File: config.mk
export PLATFORM = sky130hd
export DESIGN_NAME = tcm_dual_port_ram_flat
export DESIGN_NICKNAME = d
export VERILOG_FILES = /design/src/rtl/tcm_dual_port_ram_if.sv /design/src/rtl/tcm_dual_port_ram.sv /design/src/flat_wrapper.sv
export SDC_FILE = /design/constraint.sdc
export NUM_CORES = 1
export LEC_CHECK = 0
export BUFFER_PORTS_ARGS = -buffer_cell sky130_fd_sc_hd__buf_2
export CORE_ASPECT_RATIO = 0.9
export CORE_MARGIN = 2
export CORE_UTILIZATION = 59
export CTS_BUF_LIST = sky130_fd_sc_hd__clkbuf_4 sky130_fd_sc_hd__clkbuf_8 sky130_fd_sc_hd__clkbuf_16
export DETAILED_ROUTE_END_ITERATION = 8
export PLACE_DENSITY = 0.82
export SYNTH_ARGS = -nofsm -noshare
export SYNTH_HDL_FRONTEND = slang
export SYNTH_SLANG_ARGS = --single-unit
File: constraint.sdc
create_clock -name clk -period 6.9 [get_ports clk]
set_clock_uncertainty 0.15 [all_clocks]
set_input_delay 1.38 -clock clk [delete_from_list [all_inputs] [get_ports clk]]
set_output_delay 1.38 -clock clk [all_outputs]
set_load 0.01 [all_outputs]
File: src/rtl/tcm_dual_port_ram_if.sv
// Core-side bus into the tightly-coupled memory: one fetch port and one load/store port.
// The RAM takes the slave view; a core or testbench drives the master view.
interface tcm_dual_port_ram_if;
    // Fetch port
    logic        mem_i_rd_i;
    logic        mem_i_flush_i;
    logic        mem_i_invalidate_i;
    logic [31:0] mem_i_pc_i;
    logic        mem_i_accept_o;
    logic        mem_i_valid_o;
    logic        mem_i_error_o;
    logic [31:0] mem_i_inst_o;

    // Load/store port
    logic [31:0] mem_d_addr_i;
    logic [31:0] mem_d_data_wr_i;
    logic        mem_d_rd_i;
    logic [3:0]  mem_d_wr_i;
    logic        mem_d_cacheable_i;
    logic [10:0] mem_d_req_tag_i;
    logic        mem_d_invalidate_i;
    logic        mem_d_writeback_i;
    logic        mem_d_flush_i;
    logic [31:0] mem_d_data_rd_o;
    logic        mem_d_accept_o;
    logic        mem_d_ack_o;
    logic        mem_d_error_o;
    logic [10:0] mem_d_resp_tag_o;

    modport slave (
        input  mem_i_rd_i, mem_i_flush_i, mem_i_invalidate_i, mem_i_pc_i,
        output mem_i_accept_o, mem_i_valid_o, mem_i_error_o, mem_i_inst_o,
        input  mem_d_addr_i, mem_d_data_wr_i, mem_d_rd_i, mem_d_wr_i,
               mem_d_cacheable_i, mem_d_req_tag_i, mem_d_invalidate_i,
               mem_d_writeback_i, mem_d_flush_i,
        output mem_d_data_rd_o, mem_d_accept_o, mem_d_ack_o, mem_d_error_o,
               mem_d_resp_tag_o
    );

    modport master (
        output mem_i_rd_i, mem_i_flush_i, mem_i_invalidate_i, mem_i_pc_i,
        input  mem_i_accept_o, mem_i_valid_o, mem_i_error_o, mem_i_inst_o,
        output mem_d_addr_i, mem_d_data_wr_i, mem_d_rd_i, mem_d_wr_i,
               mem_d_cacheable_i, mem_d_req_tag_i, mem_d_invalidate_i,
               mem_d_writeback_i, mem_d_flush_i,
        input  mem_d_data_rd_o, mem_d_accept_o, mem_d_ack_o, mem_d_error_o,
               mem_d_resp_tag_o
    );
endinterface

File: src/rtl/tcm_dual_port_ram.sv
// Dual-port TCM for an RV32 core: a never-stalling fetch port and a load/store port
// sharing one word array, both answering exactly one cycle after the request.

// Shared word array. Reads are combinational so the registered outputs in the
// wrapper capture the pre-write word on the same edge (read-before-write).
module tcm_ram_array #(
    parameter int MEM_WORDS = 32,
    parameter int ADDR_W    = 5
) (
    input  logic              clk,
    input  logic [3:0]        wr_be,
    input  logic [ADDR_W-1:0] wr_idx,
    input  logic [31:0]       wr_data,
    input  logic [ADDR_W-1:0] ra_idx,
    output logic [31:0]       ra_data,
    input  logic [ADDR_W-1:0] rb_idx,
    output logic [31:0]       rb_data
);
    // No reset: contents are architectural state and left unconstrained.
    logic [31:0] ram [0:MEM_WORDS-1];

    always_ff @(posedge clk) begin
        for (int k = 0; k < 4; k++) begin
            if (wr_be[k])
                ram[wr_idx][8*k +: 8] <= wr_data[8*k +: 8];
        end
    end

    assign ra_data = ram[ra_idx];
    assign rb_data = ram[rb_idx];
endmodule

module tcm_dual_port_ram #(
    parameter int MEM_WORDS = 32
) (
    input  logic                 clk,
    input  logic                 rst,
    tcm_dual_port_ram_if.slave   mem
);
    localparam int ADDR_W = $clog2(MEM_WORDS);

    typedef struct packed {
        logic        ack;
        logic [10:0] tag;
        logic [31:0] data;
    } d_resp_t;

    typedef struct packed {
        logic        valid;
        logic [31:0] inst;
    } i_resp_t;

    logic [ADDR_W-1:0] i_idx;
    logic [ADDR_W-1:0] d_idx;
    logic [31:0]       i_rdata;
    logic [31:0]       d_rdata;
    logic [3:0]        wr_be;
    logic              d_req;
    i_resp_t           i_resp_q;
    d_resp_t           d_resp_q;

    // Upper and byte-offset address bits are dropped, so addresses alias
    // modulo the array size.
    assign i_idx = mem.mem_i_pc_i[ADDR_W+1:2];
    assign d_idx = mem.mem_d_addr_i[ADDR_W+1:2];

    // Maintenance requests have nothing to maintain but must still be acked.
    assign d_req = mem.mem_d_rd_i | (|mem.mem_d_wr_i) | mem.mem_d_flush_i
                 | mem.mem_d_invalidate_i | mem.mem_d_writeback_i;

    assign wr_be = rst ? 4'b0000 : mem.mem_d_wr_i;

    tcm_ram_array #(
        .MEM_WORDS (MEM_WORDS),
        .ADDR_W    (ADDR_W)
    ) u_ram (
        .clk     (clk),
        .wr_be   (wr_be),
        .wr_idx  (d_idx),
        .wr_data (mem.mem_d_data_wr_i),
        .ra_idx  (i_idx),
        .ra_data (i_rdata),
        .rb_idx  (d_idx),
        .rb_data (d_rdata)
    );

    always_ff @(posedge clk or posedge rst) begin
        if (rst) begin
            i_resp_q <= '0;
            d_resp_q <= '0;
        end else begin
            i_resp_q.valid <= mem.mem_i_rd_i;
            if (mem.mem_i_rd_i)
                i_resp_q.inst <= i_rdata;
            d_resp_q.ack <= d_req;
            if (d_req) begin
                d_resp_q.tag  <= mem.mem_d_req_tag_i;
                d_resp_q.data <= d_rdata;
            end
        end
    end

    assign mem.mem_i_accept_o   = 1'b1;
    assign mem.mem_i_error_o    = 1'b0;
    assign mem.mem_i_valid_o    = i_resp_q.valid;
    assign mem.mem_i_inst_o     = i_resp_q.inst;

    assign mem.mem_d_accept_o   = 1'b1;
    assign mem.mem_d_error_o    = 1'b0;
    assign mem.mem_d_ack_o      = d_resp_q.ack;
    assign mem.mem_d_data_rd_o  = d_resp_q.data;
    assign mem.mem_d_resp_tag_o = d_resp_q.tag;

    logic unused_bits;
    assign unused_bits = ^{mem.mem_i_flush_i, mem.mem_i_invalidate_i, mem.mem_d_cacheable_i,
                           mem.mem_i_pc_i[31:ADDR_W+2], mem.mem_i_pc_i[1:0],
                           mem.mem_d_addr_i[31:ADDR_W+2], mem.mem_d_addr_i[1:0]};
endmodule

File: src/flat_wrapper.sv
// flat-port wrapper written by rule: the top's interface ports become plain ports
module tcm_dual_port_ram_flat 
#(
    parameter int MEM_WORDS = 32
)
  (clk, rst, mem_mem_i_rd_i, mem_mem_i_flush_i, mem_mem_i_invalidate_i, mem_mem_i_pc_i, mem_mem_i_accept_o, mem_mem_i_valid_o, mem_mem_i_error_o, mem_mem_i_inst_o, mem_mem_d_addr_i, mem_mem_d_data_wr_i, mem_mem_d_rd_i, mem_mem_d_wr_i, mem_mem_d_cacheable_i, mem_mem_d_req_tag_i, mem_mem_d_invalidate_i, mem_mem_d_writeback_i, mem_mem_d_flush_i, mem_mem_d_data_rd_o, mem_mem_d_accept_o, mem_mem_d_ack_o, mem_mem_d_error_o, mem_mem_d_resp_tag_o);
  tcm_dual_port_ram_if mem_i ();
  input  logic clk;
  input  logic rst;
  input wire logic [$bits(mem_i.mem_i_rd_i)-1:0] mem_mem_i_rd_i;
  input wire logic [$bits(mem_i.mem_i_flush_i)-1:0] mem_mem_i_flush_i;
  input wire logic [$bits(mem_i.mem_i_invalidate_i)-1:0] mem_mem_i_invalidate_i;
  input wire logic [$bits(mem_i.mem_i_pc_i)-1:0] mem_mem_i_pc_i;
  output wire logic [$bits(mem_i.mem_i_accept_o)-1:0] mem_mem_i_accept_o;
  output wire logic [$bits(mem_i.mem_i_valid_o)-1:0] mem_mem_i_valid_o;
  output wire logic [$bits(mem_i.mem_i_error_o)-1:0] mem_mem_i_error_o;
  output wire logic [$bits(mem_i.mem_i_inst_o)-1:0] mem_mem_i_inst_o;
  input wire logic [$bits(mem_i.mem_d_addr_i)-1:0] mem_mem_d_addr_i;
  input wire logic [$bits(mem_i.mem_d_data_wr_i)-1:0] mem_mem_d_data_wr_i;
  input wire logic [$bits(mem_i.mem_d_rd_i)-1:0] mem_mem_d_rd_i;
  input wire logic [$bits(mem_i.mem_d_wr_i)-1:0] mem_mem_d_wr_i;
  input wire logic [$bits(mem_i.mem_d_cacheable_i)-1:0] mem_mem_d_cacheable_i;
  input wire logic [$bits(mem_i.mem_d_req_tag_i)-1:0] mem_mem_d_req_tag_i;
  input wire logic [$bits(mem_i.mem_d_invalidate_i)-1:0] mem_mem_d_invalidate_i;
  input wire logic [$bits(mem_i.mem_d_writeback_i)-1:0] mem_mem_d_writeback_i;
  input wire logic [$bits(mem_i.mem_d_flush_i)-1:0] mem_mem_d_flush_i;
  output wire logic [$bits(mem_i.mem_d_data_rd_o)-1:0] mem_mem_d_data_rd_o;
  output wire logic [$bits(mem_i.mem_d_accept_o)-1:0] mem_mem_d_accept_o;
  output wire logic [$bits(mem_i.mem_d_ack_o)-1:0] mem_mem_d_ack_o;
  output wire logic [$bits(mem_i.mem_d_error_o)-1:0] mem_mem_d_error_o;
  output wire logic [$bits(mem_i.mem_d_resp_tag_o)-1:0] mem_mem_d_resp_tag_o;
  assign mem_i.mem_i_rd_i = mem_mem_i_rd_i;
  assign mem_i.mem_i_flush_i = mem_mem_i_flush_i;
  assign mem_i.mem_i_invalidate_i = mem_mem_i_invalidate_i;
  assign mem_i.mem_i_pc_i = mem_mem_i_pc_i;
  assign mem_mem_i_accept_o = mem_i.mem_i_accept_o;
  assign mem_mem_i_valid_o = mem_i.mem_i_valid_o;
  assign mem_mem_i_error_o = mem_i.mem_i_error_o;
  assign mem_mem_i_inst_o = mem_i.mem_i_inst_o;
  assign mem_i.mem_d_addr_i = mem_mem_d_addr_i;
  assign mem_i.mem_d_data_wr_i = mem_mem_d_data_wr_i;
  assign mem_i.mem_d_rd_i = mem_mem_d_rd_i;
  assign mem_i.mem_d_wr_i = mem_mem_d_wr_i;
  assign mem_i.mem_d_cacheable_i = mem_mem_d_cacheable_i;
  assign mem_i.mem_d_req_tag_i = mem_mem_d_req_tag_i;
  assign mem_i.mem_d_invalidate_i = mem_mem_d_invalidate_i;
  assign mem_i.mem_d_writeback_i = mem_mem_d_writeback_i;
  assign mem_i.mem_d_flush_i = mem_mem_d_flush_i;
  assign mem_mem_d_data_rd_o = mem_i.mem_d_data_rd_o;
  assign mem_mem_d_accept_o = mem_i.mem_d_accept_o;
  assign mem_mem_d_ack_o = mem_i.mem_d_ack_o;
  assign mem_mem_d_error_o = mem_i.mem_d_error_o;
  assign mem_mem_d_resp_tag_o = mem_i.mem_d_resp_tag_o;
  tcm_dual_port_ram #(.MEM_WORDS(MEM_WORDS)) u_core (.clk(clk), .rst(rst), .mem(mem_i));
endmodule
Yosys cells after proc, flatten, opt, wreduce, memory -nomap -nowiden --
Memories as Yosys holds them, arrays and structs flattened. A register that Yosys moved wholly into a read port is not among the register bits. Index checks and enable logic that the tools add are counted.
Word-level totals: bits in registers 13, memory bits (writable) 1024, bits of input ports 121, output and inout bits 81, word-level logic and storage cells 18, memories 1
Cells by class: multiplexer cells 9, bitwise gates (word level) 4, reductions and logical operators 1
Memory list:
- u_core.u_ram.ram | depth 32, bits a word 32, read ports 2, clocked after Yosys merged registers in 2, write ports 1, line tcm_dual_port_ram.sv:20 | logic [31:0] ram [0:MEM_WORDS-1];
Operators by type and width (count):
- $mux W1 | 8
- $mux W4 | 1
- $or A1 B1 Y1 | 4
- $reduce_or A4 Y1 | 1

Depth between registers and ports, before layout --
depth after elaboration 5, mapped depth 10, depth with buffers taken out 5

Hierarchy --
A second synthesis with hierarchy kept.
Unflattened totals: cells, all modules 3702, area total of the unflattened synthesis 52704.3 um^2
By module, submodules not included:
- tcm_ram_array | instances 1, cells an instance 3528, area each 49637.6 um^2, seq. area each 30749.5 um^2
- tcm_dual_port_ram | instances 1, cells an instance 174, area each 3066.7 um^2, seq. area each 1926.8 um^2

Least setup slack after synthesis --
Ideal clock, no wire load.
kind input to register, start point input port mem_mem_d_addr_i[2], end point memory u_core.u_ram.ram[13][0] (enable), library setup time 370 ps, data arrival time 2939 ps, data required time 6380 ps, setup slack 3441 ps, cell stages on the path 8, path buffers 5, cells stage by stage buf_6 > buf_6 > buf_8 > buf_6 > buf_2 > nor2b_1 > nand2_1 > nor2_1
RTL lines:
- start, declared | line flat_wrapper.sv:18 | input wire logic [$bits(mem_i.mem_d_addr_i)-1:0] mem_mem_d_addr_i;
- end, declared | line tcm_dual_port_ram.sv:20
Straight into the memory's write port.

Worst setup path after layout --
start point input port mem_mem_d_addr_i[5], end point memory u_core.u_ram.ram[15][25] (enable)
Straight into the memory's write port.

==> results by group <==
Outcome
  – Result of the run: complete, no violations

Timing
  – Number of setup violations in the final report: 0
  – Worst slew margin: 0.177
  – Endpoints failing hold: 0
  – Max-slew violation total from the final report: 0
  – Pin slew with the least headroom to its limit: 1.23 ns
  – Max Clock Freq: ~0.22 GHz
  – Setup repair after global routing missed its margin: no
  – Time the worst path needs with I/O delays and setup: 4.46 ns
  – Final Cycle Share: 0.647
  – Final-layout setup total negative slack: 0 ns

Place
  – Port buffer count: 140
  – Detail Placement HPWL: 92.2 mm
  – Routability congestion estimate: roughly 0.93

Setup path
  – Family with the most delay on the worst path: simple AND/OR/NAND/NOR gates
  – Startpoint types: primary input
  – Required arrival time at the worst endpoint: between 7 and 8 ns
  – Arrival time of the worst setup path: 4.63 ns
  – Biggest cell delay along the critical path: 1.14 ns
  – Maximum fanout count along the critical path: 27
  – Worst-path cell chain: buf_2, buf_4, nand3_1, nor2_1
  – Type of destination of the critical path: register
  – WS Path Type: primary input to register
  – Critical path's slowest cell: sky130_fd_sc_hd__nor2_1
  – Worst path bufs/invs: 2

Layout
  – Post-layout nets: 3,387
  – Relative area change from synthesis to final layout: 10.1%
  – Share of post-route cells with drive strength above 1: 0.179
  – Most common cell after layout, fill and taps aside: sky130_fd_sc_hd__edfxtp_1
  – Most used cells in the layout excluding fill and tap cells: 1,024 x sky130_fd_sc_hd__edfxtp_1, 723 x sky130_fd_sc_hd__mux2i_1, 357 x sky130_fd_sc_hd__a22oi_1, 160 x sky130_fd_sc_hd__mux4_2, 159 x sky130_fd_sc_hd__nor2_1

Clock network
  – Clock sink count: 1,101
  – Post-CTS sizing: 0
  – Worst skew pair latency: 0.70 ns
  – Clock transition at the registers of the reported paths: 0.06 ns
  – H-tree Lvls: 3
  – Number of buffers added by the clock tree synthesis step: 109
  – TritonCTS clock tree: yes
  – CTS Buffer Depth: 3
  – Count of hold-fix buffers inserted at cts: 0
  – Root buffer cell: sky130_fd_sc_hd__clkbuf_16
  – Setup repair bufs after CTS: 0

GRT
  – Largest net degree at the start of global routing: 129
  – Total gr overflow: 0
  – First-pass GRT wire length: 211 mm
  – Overall track demand over capacity in global routing: 0.323
  – Antenna violations before repair: 2
  – Via count of the first global-routing pass: 32,300

Yosys
  – Area fraction of the dominant cell type after synthesis: 0.603
  – Synthesized cell area: between 50,000 and 60,000 um2
  – Share of the yosys chip area belonging to registers: 0.641
  – Dominant combinational cell family by area after synthesis: multiplexers
  – #FFs+latches synth: 1,101
  – Post-synthesis share of cell area spent on and, or, nand and nor gates: 0.0289
  – Synth cell types: 43
  – Gate count of the mapped netlist: 3,223
  – Adder-cell area share of the yosys netlist: 0
  – XOR/XNOR Fraction of Synth Area: 0
  – Synth warn: 0
  – Post-Synthesis Mean Instance Area: around 16 um2
  – Top area cells in the synthesized netlist: sky130_fd_sc_hd__edfxtp_1 60%, sky130_fd_sc_hd__mux2i_1 14%, sky130_fd_sc_hd__mux4_2 7.1%
  – Compound-Gate Fraction of Synth Area: 0.0825
  – Cell taking the most area after synthesis: sky130_fd_sc_hd__edfxtp_1
  – Fraction of synthesized area in multiplexers: 0.222

Routing
  – Via count normalized by instance count: 7.22
  – Detail Route Antenna Nets: 0
  – Overall routed net length: 146 mm
  – Detailed-route via count: 32,600
  – WL/cell: 32.4 um
  – TritonRoute pass-1 iters: 8
  – Post-detailed-route DRC marker count: 0
  – Initial detailed-routing violation count: approximately 4,600

Floorplanning
  – Horiz. Die Dim: roughly 310 um
  – Die area: 88,800 um2
  – Die Height: 283 um
  – Number of I/O pins: 202
  – Effective utilization at floorplan: 0.594
  – Core footprint: approximately 86,000 um2
  – # rows: roughly 100

Worst hold path
  – Hold Path Class: register to register

Power
  – Power Dens Cells: 264 nW/um2
  – Total Power Consumption: 14.8 mW
  – Largest vdd supply drop: 0.220 mV
  – Leakage Power: 19.7 nW

Run
  – Max-cap violations: 0
[Yosys cell counts (all sizes together)]
cell        n
mux4      160
o21ai       4
nor3b       1
nand4       1
conb        2
o22ai       5
nor3        1
o32ai       1
o2111ai     2
a41oi      17
mux2       43
nor4       34
nand2      49
and3b       1
a211oi      3
dfrtp      77
a21oi     150
o211ai      7
o22a       11
buf       157
a22o       19
inv         2
a31oi      25
nor2b      20
a32o        3
clkbuf     99
mux2i     723
edfxtp   1024
o311ai      1
and2        3
nand3      48
a22oi     357
nand2b      5
or2         2
a221o       2
nor2      163
nand3b      1
[layer usage]
| layer | global-route usage | up-vias | wire, um |
|---|---|---|---|
| met1 | 0.431 | 16300 | 51700 |
| met5 | 0 | - | 0 |
| li1 | - | 13200 | - |
| met3 | 0.0913 | 435 | 19300 |
| met4 | 0.134 | 0 | 6840 |
| met2 | 0.502 | 2618 | 68100 |
[through the flow]
stage / cell area [um2] / cells / hold slack (ns) / worst slack [ns] / util
after detailed placement: 52400 / 4299 / 0.340 / 2.05 / 0.610
after global placement: 52400 / 4299 / 0.333 / 2.15 / 0.610
after floorplan: 51000 / 3225 / 0.399 / 3.40 / -
final: 56200 / 4509 / 0.347 / 2.44 / 0.654
after CTS: 56200 / 4507 / 0.354 / 2.75 / 0.654
after global routing: 56200 / 4507 / 0.366 / 2.52 / 0.654
[power breakdown]
| part | switching [mW] | internal (mW) |
|---|---|---|
| clock | 2.53 | 3.57 |
| combinational | 0.824 | 0.444 |
| sequential | 0.0636 | 7.40 |
| total | 3.42 | 11.4 |
[kinds of logic (layout without fill, tap and decap cells)]
logic type / Yosys count / in the layout
other: 2 / 6
muxes: 926 / 926
AOI/OAI and AO/OA: 607 / 607
buffers and inverters: 258 / 396
and+or+nand+nor: 329 / 329
DFF: 1101 / 1101
[worst reg2reg max path: stages, from the launching register on]
cell and delay, ns:
sky130_fd_sc_hd__edfxtp_1 0.38, sky130_fd_sc_hd__mux2i_1 0.11, sky130_fd_sc_hd__a22oi_1 0.37, sky130_fd_sc_hd__a21oi_1 0.13
sky130_fd_sc_hd__nor4_1 0.87, sky130_fd_sc_hd__mux2_2 0.29
[sequential cells by signal, summed over array words and instances (netlist names)]
| register | flops |
|---|---|
| u_core.u_ram.ram | 1024 |
| u_core.mem.mem_d_data_rd_o | 32 |
| u_core.mem.mem_i_inst_o | 32 |
| u_core.mem.mem_d_resp_tag_o | 11 |
| u_core.mem.mem_d_ack_o | 1 |
| u_core.mem.mem_i_valid_o | 1 |
[layout make-up]
class,count,area [um2]
Inverter,2,10.0
Multi-Input combinational cell,1866,17100
Tap cell,1144,1430
Fill cell,5723,29700
Antenna cell,2,5.00
Sequential cell,1101,32700
Timing Repair Buffer,186,1200
Clock buffer,145,3170
Clock inverter,63,566
[worst paths after layout]
path	start	endpoint	slack, ns	depth (start not counted)
worst max-delay path	mem_mem_d_addr_i[5]	u_core.u_ram.ram[15][25]$_DFFE_PP_	2.44	4
worst min-delay path	u_core.mem.mem_d_resp_tag_o[1]$_DFFE_PP0P_	u_core.mem.mem_d_resp_tag_o[1]$_DFFE_PP0P_	0.35	1
worst max register to register	u_core.u_ram.ram[8][24]$_DFFE_PP_	u_core.mem.mem_i_inst_o[24]$_DFFE_PP0P_	4.55	5
worst min register to register	u_core.mem.mem_d_resp_tag_o[1]$_DFFE_PP0P_	u_core.mem.mem_d_resp_tag_o[1]$_DFFE_PP0P_	0.35	1
max in group asynchronous	rst	u_core.mem.mem_d_resp_tag_o[9]$_DFFE_PP0P_	4.70	3
min in group asynchronous	rst	u_core.mem.mem_i_inst_o[23]$_DFFE_PP0P_	0.66	2
No activity file was read; power rests on OpenSTA's default activity.
